===== src/rtl/updown_mod_counter.sv =====
// Up/down counter over a programmable range 0..limit with load, enable,
// wrap-or-saturate behaviour, a one-cycle boundary pulse and a sticky flag.
module updown_mod_counter #(
  parameter int unsigned WIDTH     = 8,
  parameter bit          SATURATE  = 1'b0,
  parameter int unsigned RESET_VAL = 0
) (
  input  logic             clk,
  input  logic             reset,
  input  logic             en,
  input  logic             up,
  input  logic             load,
  input  logic [WIDTH-1:0] load_val,
  input  logic [WIDTH-1:0] limit,
  input  logic             clr_ovf,
  output logic [WIDTH-1:0] out,
  output logic             wrap,
  output logic             ovf
);

  localparam logic [WIDTH-1:0] RST_VALUE = WIDTH'(RESET_VAL);

  logic [WIDTH-1:0] out_q, out_d;
  logic             wrap_q, wrap_d;
  logic             ovf_q, ovf_d;
  logic             boundary;

  always_comb begin
    out_d    = out_q;
    boundary = 1'b0;
    if (load) begin
      out_d = (load_val > limit) ? limit : load_val;
    end else if (en) begin
      if (up) begin
        // out above limit (limit lowered mid-count) is treated like out == limit
        if (out_q < limit) begin
          out_d = out_q + 1'b1;
        end else begin
          boundary = 1'b1;
          out_d    = SATURATE ? limit : '0;
        end
      end else begin
        if (out_q > limit) begin
          out_d = limit;
        end else if (out_q != '0) begin
          out_d = out_q - 1'b1;
        end else begin
          boundary = 1'b1;
          out_d    = SATURATE ? '0 : limit;
        end
      end
    end
  end

  always_comb begin
    wrap_d = boundary;
    ovf_d  = ovf_q;
    if (boundary) begin
      ovf_d = 1'b1;
    end else if (clr_ovf) begin
      ovf_d = 1'b0;
    end
  end

  always_ff @(posedge clk) begin
    if (reset) begin
      out_q  <= RST_VALUE;
      wrap_q <= 1'b0;
      ovf_q  <= 1'b0;
    end else begin
      out_q  <= out_d;
      wrap_q <= wrap_d;
      ovf_q  <= ovf_d;
    end
  end

  assign out  = out_q;
  assign wrap = wrap_q;
  assign ovf  = ovf_q;

endmodule


===== config.mk =====
export PLATFORM = sky130hd
export DESIGN_NAME = updown_mod_counter
export DESIGN_NICKNAME = d
export VERILOG_FILES = /design/src/rtl/updown_mod_counter.sv
export SDC_FILE = /design/constraint.sdc
export NUM_CORES = 1
export LEC_CHECK = 0
export ABC_AREA = 1
export CAP_MARGIN = 20
export CORE_MARGIN = 5
export CORE_UTILIZATION = 50
export CTS_BUF_LIST = sky130_fd_sc_hd__clkbuf_4
export CTS_CLUSTER_SIZE = 30
export DETAILED_ROUTE_END_ITERATION = 8
export GPL_ROUTABILITY_DRIVEN = 0
export GPL_TIMING_DRIVEN = 0
export PLACE_DENSITY = 0.81
export REMOVE_ABC_BUFFERS = 1
export SYNTH_ARGS = -nofsm -noshare
export SYNTH_HDL_FRONTEND = slang
export SYNTH_SLANG_ARGS = --single-unit

===== constraint.sdc =====
create_clock -name clk -period 2.1 [get_ports clk]
set_clock_uncertainty 0.2 [all_clocks]
set_input_delay 0.42 -clock clk [delete_from_list [all_inputs] [get_ports clk]]
set_output_delay 0.42 -clock clk [all_outputs]
set_load 0.02 [all_outputs]

==> metrics <==
CTS clk-pin slew, worst paths=70 ps; GR Util All Layers=0.247; Cell Rows=20; power density cells=506 mW/mm²; FMAX=468 MHz; Final Hold Fails=0; largest net degree at the start of global routing=11; routed vias/inst=5.92; Initial Util=0.525; WL final=5960 µm; ranking of synthesized cells by area=nand2_1, ha_1, dfxtp_1; sequential area share after synthesis=0.124; fin. max-slew vios=0; hold path cells=2; Critical Path AT=2100 ps; Worst Max-Slew Pin Slew=495 ps; total grt overflow=0; die area=0.00447 mm²; commonest register cell after synthesis=dfxtp_1; slowest cell on the critical path=clkdlybuf4s50_1; fin worst setup slack=-36.0 ps; detailed-route via count=2136; Post-synth ARST share=0; post-synth cell types=28; post-route ant nets=0; HP Class=reg2reg; placeable core region=0.00308 mm²; final net count=359; worst-case reg-to-reg path depth=11; Synth Cell Area=0.00162 mm²; Die Ht=66.9 µm; Yosys top cell area share=0.190; DR iter-0 viols=189; Root Buffer=clkbuf_4; critical register-to-register path startpoint=out[1]; DRC violations left=0; CTS Buf Count=3; max incr delay on CP=500 ps; Worst Path Buf+Inv=2; peak supply drop=458 µV; clock period minus final worst setup slack=2140 ps; Crit path max-delay family=simple AND/OR/NAND/NOR gates; Final setup viols=2; R2R setup slack=40 ps; Setup CP Type=in2reg; max-cap violations=0; fill count=234; Yosys reg bits=10; CTS max path bufs=2; Avg Inst Size Synth=5.90 µm²; Yosys warnings=0; H-tree level count=1; initial antenna violation count=0; Post-synth EDFFs=0; number of global-route vias before repair=1815; Leak Pwr=1.13 nW; post-DP HPWL=3490 µm; Skew-Pair Late Insertion Delay=280 ps; terminus of the critical flop-to-flop path=out[2]; # port buffers=31; cells after synthesis=274; fin crit share=1.02; CP Capture Type=flip-flop; CP startpoint kind=primary input; placed insts=345; pre-CTS setup slack=-761 ps; critical path fanouts, max=8; top-count cell post-synth=nand2_1; Req. time, crit path=2060 ps; crit-path cells=clkdlybuf4s50_1 > inv_2 > ha_4 > nor2_4 > o21ai_2 > nand2_1 > nand2_2 > nand2_4 > nand3_2 > nand2_1 > nor2_1 > nor2_1 > a21oi_2; die width=66.9 µm; Cell Count, Final, Fillers Out=361; first-pass GRT wire length=8540 µm; router iterations before antenna repair=5; status=finished with violations; Diodes inserted=0; Util after Layout=0.760; Slew headroom=0.669; CTS tree=yes; # IOs=32; WL/cell=16.5 µm; area grow syn2layout=44.7%; fraction of layout cells with a size suffix above 1=0.328; most frequent cells after synthesis=nand2_1, nor2_1, inv_1, nand3_1, ha_1; Power, Total=1.18 mW; area leader, netlist=nand2_1; start point of the worst hold path=ovf; sink of the worst hold path=ovf; clock sinks=10; failing checks=negative setup slack
## layout make-up
cell class	count	area [µm²]	share of cell area
multi-input cells	233	1570	0.670
repair buffers	38	329	0.141
flip-flops and latches	10	223	0.0952
clock buffers	3	22.5	0.00963
inverters	32	138	0.0589
well taps	44	55.1	0.0235
clock inverters	1	3.75	0.00161
## tightest hold or removal path: cells and delay by family (launching register included)
kind                   cells  cell delay (ps)
AOI/OAI and AO/OA          1               80
buffers and inverters      1               50
DFF                        1              310
## logic make-up after synthesis
logic type      share of synthesized area
buf+inv                            0.0998
simple gates                        0.461
fa+ha+maj                           0.147
flops                               0.124
compound gates                      0.158
xor+xnor                           0.0108
## sequential cells by signal, summed over array words and instances (netlist names)
name,count
out,8
ovf,1
wrap,1
## routing by layer
layer	track usage	vias up	wire length (µm)
li1	-	999	-
met1	0.324	951	2350
met2	0.415	148	2810
met3	0.0304	38	523
met4	0.0835	0	275
met5	0	-	0
## what timing repair did
item	in CTS	in global routing
setup endpoints to repair	14	11
cloned	4	1
setup buffers	2	5
pin swaps	16	19
resized for setup	57	56
hold buffers	0	0
## how the worst max path moves through the flow
| stage | startpoint | end | slack [ps] | cells past startpoint |
|---|---|---|---|---|
| final | load_val[0] | out[7] | -40 | 13 |
| after global routing | load_val[1] | out[1] | -160 | 13 |
| after CTS | load_val[6] | out[4] | -20 | 10 |
| after detailed placement | limit[7] | out[4] | -760 | 11 |
| after global placement | limit[7] | out[4] | -690 | 11 |
| after floorplan | out[7] | out[0] | 30 | 10 |
## placed cells by master (no fill, tap or decap), types with 7 or more instances in the layout
| cell type | count |
|---|---|
| ha_1 | 13 |
| clkdlybuf4s50_1 | 16 |
| nand3_2 | 8 |
| a21oi_1 | 12 |
| buf_4 | 7 |
| nor2_1 | 23 |
| nand3_1 | 20 |
| inv_2 | 10 |
| nand2_1 | 75 |
| nand2_2 | 13 |
| clkbuf_2 | 7 |
| a21oi_2 | 10 |
| inv_1 | 18 |
| o21ai_0 | 15 |
## power by group
part / switching, mW / internal, mW
clock network: 0.0762 / 0.0690
registers: 0.0470 / 0.212
logic: 0.476 / 0.305
## metrics by stage
| stage | hold WS (ps) | instance area, µm² | setup TNS, ps |
|---|---|---|---|
| after detailed placement | 281 | 1950 | -6860 |
| after CTS | 290 | 2170 | -21.0 |
| after floorplan | 324 | 1590 | 0 |
| final | 286 | 2340 | -46.6 |
| after global placement | 270 | 1950 | -6350 |
| after global routing | 328 | 2340 | -567 |
No activity file was read; power rests on OpenSTA's default activity.
